--- config.mk ---
export PLATFORM = sky130hd
export DESIGN_NAME = dsp_mac_accumulator_flat
export DESIGN_NICKNAME = d
export VERILOG_FILES = /design/src/rtl/dsp_mac_accumulator_if.sv /design/src/rtl/dsp_mac_accumulator.sv /design/src/flat_wrapper.sv
export SDC_FILE = /design/constraint.sdc
export NUM_CORES = 1
export LEC_CHECK = 0
export ABC_CLOCK_PERIOD_IN_PS = 4300
export CAP_MARGIN = 0
export CORE_MARGIN = 5
export CORE_UTILIZATION = 36
export DETAILED_ROUTE_END_ITERATION = 6
export GPL_ROUTABILITY_DRIVEN = 0
export PLACE_DENSITY = 0.57
export SLEW_MARGIN = 20
export SYNTH_ARGS = -nofsm -noshare
export SYNTH_HDL_FRONTEND = slang
export SYNTH_SLANG_ARGS = --single-unit
--- constraint.sdc ---
create_clock -name clk -period 4.3 [get_ports clk]
set_input_delay 1.29 -clock clk [delete_from_list [all_inputs] [get_ports clk]]
set_output_delay 1.29 -clock clk [all_outputs]
set_load 0.03 [all_outputs]
--- src/rtl/dsp_mac_accumulator_if.sv ---
// ---------------------------------------------------------------------------
// dsp_mac_accumulator_if
//
// Result stream from the frame accumulator to the next stage.
//
// Handshake: a transfer happens on every rising clk edge where out_valid and
// out_ready are both high. While out_valid is high and out_ready is low, the
// producer holds out_data/out_count stable. out_ready is ignored while
// out_valid is low.
//
// Signals:
//   out_valid  producer -> consumer  head entry available
//   out_ready  consumer -> producer  consumer takes the head this cycle
//   out_data   producer -> consumer  frame sum (ACC_W bits)
//   out_count  producer -> consumer  samples in that frame (CNT_W bits)
//
// Modports: master = accumulator side, slave = sink side.
// ---------------------------------------------------------------------------
interface dsp_mac_accumulator_if #(
    parameter int ACC_W = 56,
    parameter int CNT_W = 16
);
    logic             out_valid;
    logic             out_ready;
    logic [ACC_W-1:0] out_data;
    logic [CNT_W-1:0] out_count;

    modport master (
        output out_valid,
        output out_data,
        output out_count,
        input  out_ready
    );

    modport slave (
        input  out_valid,
        input  out_data,
        input  out_count,
        output out_ready
    );
endinterface

--- src/rtl/dsp_mac_accumulator.sv ---
// ---------------------------------------------------------------------------
// dsp_mac_accumulator
//
// Sits behind a free-running DSP slice with LATENCY cycles of operand-to-P
// delay. The in_valid/in_last sideband travels through a matching shift
// register so it lines up with the P value it describes. Aligned samples are
// summed per frame; at the last sample the sum and sample count are pushed
// into a DEPTH-entry result FIFO, which drains over a valid/ready stream.
//
// Ports:
//   clk, rst       clock, synchronous active-high reset
//   in_valid       DSP operands presented this cycle
//   in_last        last sample of a frame (qualified by in_valid)
//   p_in           DSP P output, two's complement, P_W bits
//   ovf            sticky: a finished frame was dropped on a full FIFO
//   clr_ovf        clears ovf (and sat when present); a new event wins
//   sat            (only with DSP_ACC_SATURATE_EN) sticky saturation flag
//   out_if         result stream, master side (see dsp_mac_accumulator_if)
//
// Build option: define DSP_ACC_SATURATE_EN for signed saturating sums and the
// sat output. Without it the sum wraps modulo 2^ACC_W.
// ---------------------------------------------------------------------------
module dsp_mac_accumulator #(
    parameter int LATENCY = 4,
    parameter int P_W     = 48,
    parameter int ACC_W   = 56,
    parameter int CNT_W   = 16,
    parameter int DEPTH   = 4
) (
    input  logic           clk,
    input  logic           rst,
    input  logic           in_valid,
    input  logic           in_last,
    input  logic [P_W-1:0] p_in,
    output logic           ovf,
    input  logic           clr_ovf,
`ifdef DSP_ACC_SATURATE_EN
    output logic           sat,
`endif
    dsp_mac_accumulator_if.master out_if
);
    localparam int AW = $clog2(DEPTH);

    // ------------------------------------------------------------------
    // Sideband alignment. Bit 0 takes this cycle's inputs; bit LATENCY-1
    // describes the operands whose P is on p_in right now.
    // ------------------------------------------------------------------
    logic [LATENCY-1:0] v_sr;
    logic [LATENCY-1:0] l_sr;
    logic               a_valid;
    logic               a_last;

    always_ff @(posedge clk) begin
        if (rst) begin
            v_sr <= '0;
            l_sr <= '0;
        end else begin
            v_sr <= LATENCY'({v_sr, in_valid});
            l_sr <= LATENCY'({l_sr, in_valid & in_last});
        end
    end

    assign a_valid = v_sr[LATENCY-1];
    assign a_last  = l_sr[LATENCY-1];

    // ------------------------------------------------------------------
    // Accumulator datapath
    // ------------------------------------------------------------------
    logic [ACC_W-1:0] acc;
    logic [ACC_W-1:0] p_ext;
    logic [ACC_W-1:0] sum_wrap;
    logic [ACC_W-1:0] sum;
    logic [CNT_W-1:0] cnt;
    logic [CNT_W-1:0] cnt_inc;

    assign p_ext    = ACC_W'($signed(p_in));
    assign sum_wrap = acc + p_ext;
    assign cnt_inc  = (&cnt) ? cnt : cnt + CNT_W'(1);

`ifdef DSP_ACC_SATURATE_EN
    localparam logic [ACC_W-1:0] SAT_MAX = {1'b0, {(ACC_W-1){1'b1}}};
    localparam logic [ACC_W-1:0] SAT_MIN = {1'b1, {(ACC_W-1){1'b0}}};

    logic sum_ovf;

    // Signed overflow: both operands share a sign and the result does not.
    // The clamp direction follows the operands' common sign.
    always_comb begin
        sum_ovf = (acc[ACC_W-1] == p_ext[ACC_W-1]) &&
                  (sum_wrap[ACC_W-1] != acc[ACC_W-1]);
        if (sum_ovf) begin
            sum = acc[ACC_W-1] ? SAT_MIN : SAT_MAX;
        end else begin
            sum = sum_wrap;
        end
    end

    always_ff @(posedge clk) begin
        if (rst) begin
            sat <= 1'b0;
        end else if (a_valid && sum_ovf) begin
            sat <= 1'b1;
        end else if (clr_ovf) begin
            sat <= 1'b0;
        end
    end
`else
    assign sum = sum_wrap;
`endif

    // The final sample of a frame goes straight into the FIFO together with
    // the running sum, so the next aligned sample can start a fresh frame.
    always_ff @(posedge clk) begin
        if (rst) begin
            acc <= '0;
            cnt <= '0;
        end else if (a_valid) begin
            if (a_last) begin
                acc <= '0;
                cnt <= '0;
            end else begin
                acc <= sum;
                cnt <= cnt_inc;
            end
        end
    end

    // ------------------------------------------------------------------
    // Result FIFO. Pointers carry one extra wrap bit so full and empty are
    // distinguishable without a separate occupancy counter.
    // ------------------------------------------------------------------
    logic [ACC_W-1:0] mem_data [DEPTH];
    logic [CNT_W-1:0] mem_cnt  [DEPTH];
    logic [AW:0]      wr_ptr;
    logic [AW:0]      rd_ptr;
    logic             empty;
    logic             full;
    logic             push;
    logic             pop;
    logic             wr_en;
    logic             drop;

    assign empty = (wr_ptr == rd_ptr);
    assign full  = (wr_ptr[AW] != rd_ptr[AW]) &&
                   (wr_ptr[AW-1:0] == rd_ptr[AW-1:0]);
    assign push  = a_valid & a_last;
    assign pop   = !empty & out_if.out_ready;
    // A pop on the same edge frees the slot, so a full FIFO still accepts.
    assign wr_en = push & (!full | pop);
    assign drop  = push & full & !pop;

    always_ff @(posedge clk) begin
        if (rst) begin
            wr_ptr <= '0;
            rd_ptr <= '0;
            for (int i = 0; i < DEPTH; i++) begin
                mem_data[i] <= '0;
                mem_cnt[i]  <= '0;
            end
        end else begin
            if (wr_en) begin
                mem_data[wr_ptr[AW-1:0]] <= sum;
                mem_cnt[wr_ptr[AW-1:0]]  <= cnt_inc;
                wr_ptr                   <= wr_ptr + (AW+1)'(1);
            end
            if (pop) begin
                rd_ptr <= rd_ptr + (AW+1)'(1);
            end
        end
    end

    // Set takes priority over clear so a drop is never lost.
    always_ff @(posedge clk) begin
        if (rst) begin
            ovf <= 1'b0;
        end else if (drop) begin
            ovf <= 1'b1;
        end else if (clr_ovf) begin
            ovf <= 1'b0;
        end
    end

    assign out_if.out_valid = !empty;
    assign out_if.out_data  = mem_data[rd_ptr[AW-1:0]];
    assign out_if.out_count = mem_cnt[rd_ptr[AW-1:0]];

endmodule

--- src/flat_wrapper.sv ---
// flat-port wrapper written by rule: the top's interface ports become plain ports
module dsp_mac_accumulator_flat 
#(
    parameter int LATENCY = 4,
    parameter int P_W     = 48,
    parameter int ACC_W   = 56,
    parameter int CNT_W   = 16,
    parameter int DEPTH   = 4
)
  (clk, rst, in_valid, in_last, p_in, ovf, clr_ovf, out_if_out_valid, out_if_out_data, out_if_out_count, out_if_out_ready);
  dsp_mac_accumulator_if #(.ACC_W(ACC_W), .CNT_W(CNT_W)) out_if_i ();
  input  logic clk;
  input  logic rst;
  input  logic in_valid;
  input  logic in_last;
  input  logic [P_W-1:0] p_in;
  output logic ovf;
  input  logic clr_ovf;
  output wire logic [$bits(out_if_i.out_valid)-1:0] out_if_out_valid;
  output wire logic [$bits(out_if_i.out_data)-1:0] out_if_out_data;
  output wire logic [$bits(out_if_i.out_count)-1:0] out_if_out_count;
  input wire logic [$bits(out_if_i.out_ready)-1:0] out_if_out_ready;
  assign out_if_out_valid = out_if_i.out_valid;
  assign out_if_out_data = out_if_i.out_data;
  assign out_if_out_count = out_if_i.out_count;
  assign out_if_i.out_ready = out_if_out_ready;
  dsp_mac_accumulator #(.LATENCY(LATENCY), .P_W(P_W), .ACC_W(ACC_W), .CNT_W(CNT_W), .DEPTH(DEPTH)) u_core (.clk(clk), .rst(rst), .in_valid(in_valid), .in_last(in_last), .p_in(p_in), .ovf(ovf), .clr_ovf(clr_ovf), .out_if(out_if_i));
endmodule
==> results.json <==
{
  "slew-limit-headroom_pct": 26.1,
  "worst-path-buf-inv": 2,
  "postCtsHoldBufs": 0,
  "p_total_mw": 8.31,
  "yosys.area_share.simple_pct": 14.7,
  "fin_cells": 2554,
  "yosysTopAreaCellShare_pct": 47.0,
  "die_x_um": 236,
  "vias": 13200,
  "worstPathRequired_ps": 4570,
  "cp-start-kind": "input pin",
  "core.rowCount": 82,
  "p_leak_nw": 8.71,
  "num_io_pins": 128,
  "cts_made_buffers": 42,
  "setup_viol": 0,
  "synth_compound_area_share_pct": 9.68,
  "power_density_nw_per_um2": 362,
  "final_util_pct": 45.6,
  "grt_start_max_net_pins": 73,
  "dr.pass1.iters": 5,
  "critPathMaxFanout": 5,
  "die_y_um": 236,
  "grt_pass1_vias": 13500,
  "status": "completed",
  "start_util_pct": 36.5,
  "synth-edff-count": 288,
  "root_buffer": "clkbuf_16",
  "cts_resized": 0,
  "synthArstFlopShare_pct": 0,
  "cts_tree": "yes",
  "diodes": 0,
  "cts.reportedPaths.clkPinSlew_ps": 60,
  "drive_gt1_share_pct": 18.4,
  "yosys_warnings": 0,
  "dpl.cell_count": 2477,
  "ys_seq_area_share_pct": 56.7,
  "crit_family": "compound AO/OA/AOI/OAI gates",
  "core_um2": 50400,
  "synth_top_cells_by_area": "edfxtp_1, dfxtp_1, mux4_2",
  "dp_hpwl_mm": 32.4,
  "port_buffers": 127,
  "cp.arrival_ps": 4380,
  "avgSynthCellArea_um2": 11.5,
  "cts_setup_buffers": 0,
  "synthAdderAreaFrac_pct": 4.06,
  "insertion_delay_ps": 550,
  "path_cells": "clkdlybuf4s50_1 > ha_1 > fa_1 > a21oi_2 > o211ai_2 > a21oi_4 > o32ai_4 > a211oi_4 > o31ai_4 > or3_1 > o311ai_2 > buf_4 > nor2_1",
  "grt_pass1_wl_mm": 78.2,
  "finalMaxSlewViolations": 0,
  "syn_nets": 1712,
  "antenna_found_initial": 0,
  "peakVddDrop_v": 0.000239,
  "syn_inst": 1599,
  "max_cap_viol_count": 0,
  "die_area_um2": 55700,
  "fmax_mhz": 243,
  "area_delta_synth_final_pct": 24.9,
  "synth_area_leader_cell": "edfxtp_1",
  "fin_nets": 1962,
  "drtAntennaViolNets": 0,
  "rsz0062_at_grt": "no",
  "wl_per_cell_um": 19.4,
  "grt_overflow": 0,
  "drc_errors": 0,
  "grt_usage_pct": 17.7,
  "slowest_delay_ps": 430,
  "period_needed_ps": 4120,
  "finalHoldViolCount": 0,
  "drt_iter0_markers": 792,
  "ys_ff_latch": 377,
  "ys_types": 79,
  "drt_wl_total_mm": 49.6,
  "synth_top_family_by_area": "simple AND/OR/NAND/NOR gates",
  "synth_xor_area_share_pct": 3.19,
  "crit_type": "input pin to flop",
  "min_path_type": "flop to flop",
  "synth_mux_area_share_pct": 9.21,
  "clock-sinks": 377,
  "syn-cell-area_um2": 18400,
  "fin_skew_ps": 17.0,
  "synthFlopType": "edfxtp_1",
  "htreeDepth": 2,
  "clock_path_buffers": 3,
  "viasPerCell": 5.17,
  "critPathCaptureType": "flop",
  "worst_pin_slew_ps": 1110,
  "slowest_stage": "fa_1",
  "timing.final.crit_share_pct": 95.7
}
path summary, 6_finish.rpt:
path / start / end / slack [ps] / cells after the start
max: p_in[0] / u_core.mem_data[0][52] / 180 / 13
min: u_core.v_sr[2] / u_core.v_sr[3] / 440 / 1
max reg2reg: u_core.acc[0] / u_core.mem_data[0][52] / 1050 / 12
min reg2reg: u_core.v_sr[2] / u_core.v_sr[3] / 440 / 1
placed cells by master, fill, tap and decap left out, types with 10 or more instances in the layout:
master           instances
nor2_1                 390
edfxtp_1               288
buf_4                  163
clkdlybuf4s50_1        126
nand2_1                 98
a21oi_1                 93
dfxtp_1                 87
mux4_2                  72
o21ai_0                 70
ha_1                    58
clkbuf_16               43
xnor2_1                 37
xor2_1                  30
a21o_1                  22
nand4_1                 21
inv_1                   17
nand3_1                 16
nor2b_1                 16
nor3_1                  14
o21bai_1                12
a31oi_1                 11
nand2b_1                11
buf_12                  11
clkbuf_1                10
synth_stat cells (all sizes together), types with 12 or more instances:
| library cell | n |
|---|---|
| a21o | 22 |
| a21oi | 98 |
| buf | 15 |
| clkbuf | 80 |
| dfxtp | 89 |
| edfxtp | 288 |
| ha | 58 |
| inv | 17 |
| mux4 | 72 |
| nand2 | 99 |
| nand2b | 14 |
| nand3 | 16 |
| nand4 | 21 |
| nor2 | 392 |
| nor2b | 16 |
| nor3 | 15 |
| o21ai | 77 |
| o21bai | 12 |
| xnor2 | 37 |
| xor2 | 30 |
flip-flops by register name, indices dropped and copies added (netlist names), named ones only:
| signal | cells |
|---|---|
| u_core.cnt | 16 |
| u_core.wr_ptr | 3 |
| u_core.rd_ptr | 3 |
| u_core.l_sr | 4 |
| u_core.mem_cnt | 64 |
| u_core.v_sr | 4 |
| u_core.ovf | 1 |
| u_core.acc | 56 |
| u_core.mem_data | 224 |
layout make-up:
cell class / count / area (um2)
inverter: 17 / 63.8
multi-input combinational: 1110 / 7550
sequential: 377 / 10400
tap: 672 / 841
clock inverter: 20 / 198
clock buffer: 57 / 1170
fill: 4659 / 27400
timing repair buffer: 301 / 2710
metrics by stage:
step	worst slack, ps	TNS [ps]	hold slack (ps)	cell area [um2]
final	184	0	436	23000
after global routing	3.37	0	446	23000
after global placement	-392	-19990	416	21600
after floorplan	23.0	0	414	18400
after detailed placement	-421	-21490	423	21600
after CTS	170	0	437	23000
power breakdown:
part	leakage (nW)	switching, mW	internal [mW]
registers	3.68	0.0279	4.01
clock network	0.665	1.47	2.10
logic	4.36	0.397	0.301
per-layer routing:
| metal | global-route usage (%) | up-vias | part of all wire [%] |
|---|---|---|---|
| li1 | - | 6320 | - |
| met1 | 24.3 | 6553 | 45 |
| met2 | 30.0 | 282 | 49 |
| met3 | 2.46 | 61 | 4.4 |
| met4 | 3.96 | 0 | 1.7 |
| met5 | 0 | - | 0 |
kinds of logic (layout without fill, tap and decap cells):
kind of cell,after synthesis,after routing
and+or+nand+nor,628,628
DFF,377,377
AOI/OAI and AO/OA,277,277
buffers and inverters,112,395
muxes,79,79
xor gates and xnor gates,67,67
adders and majority gates,59,59
(Power assumes the default switching activity.)
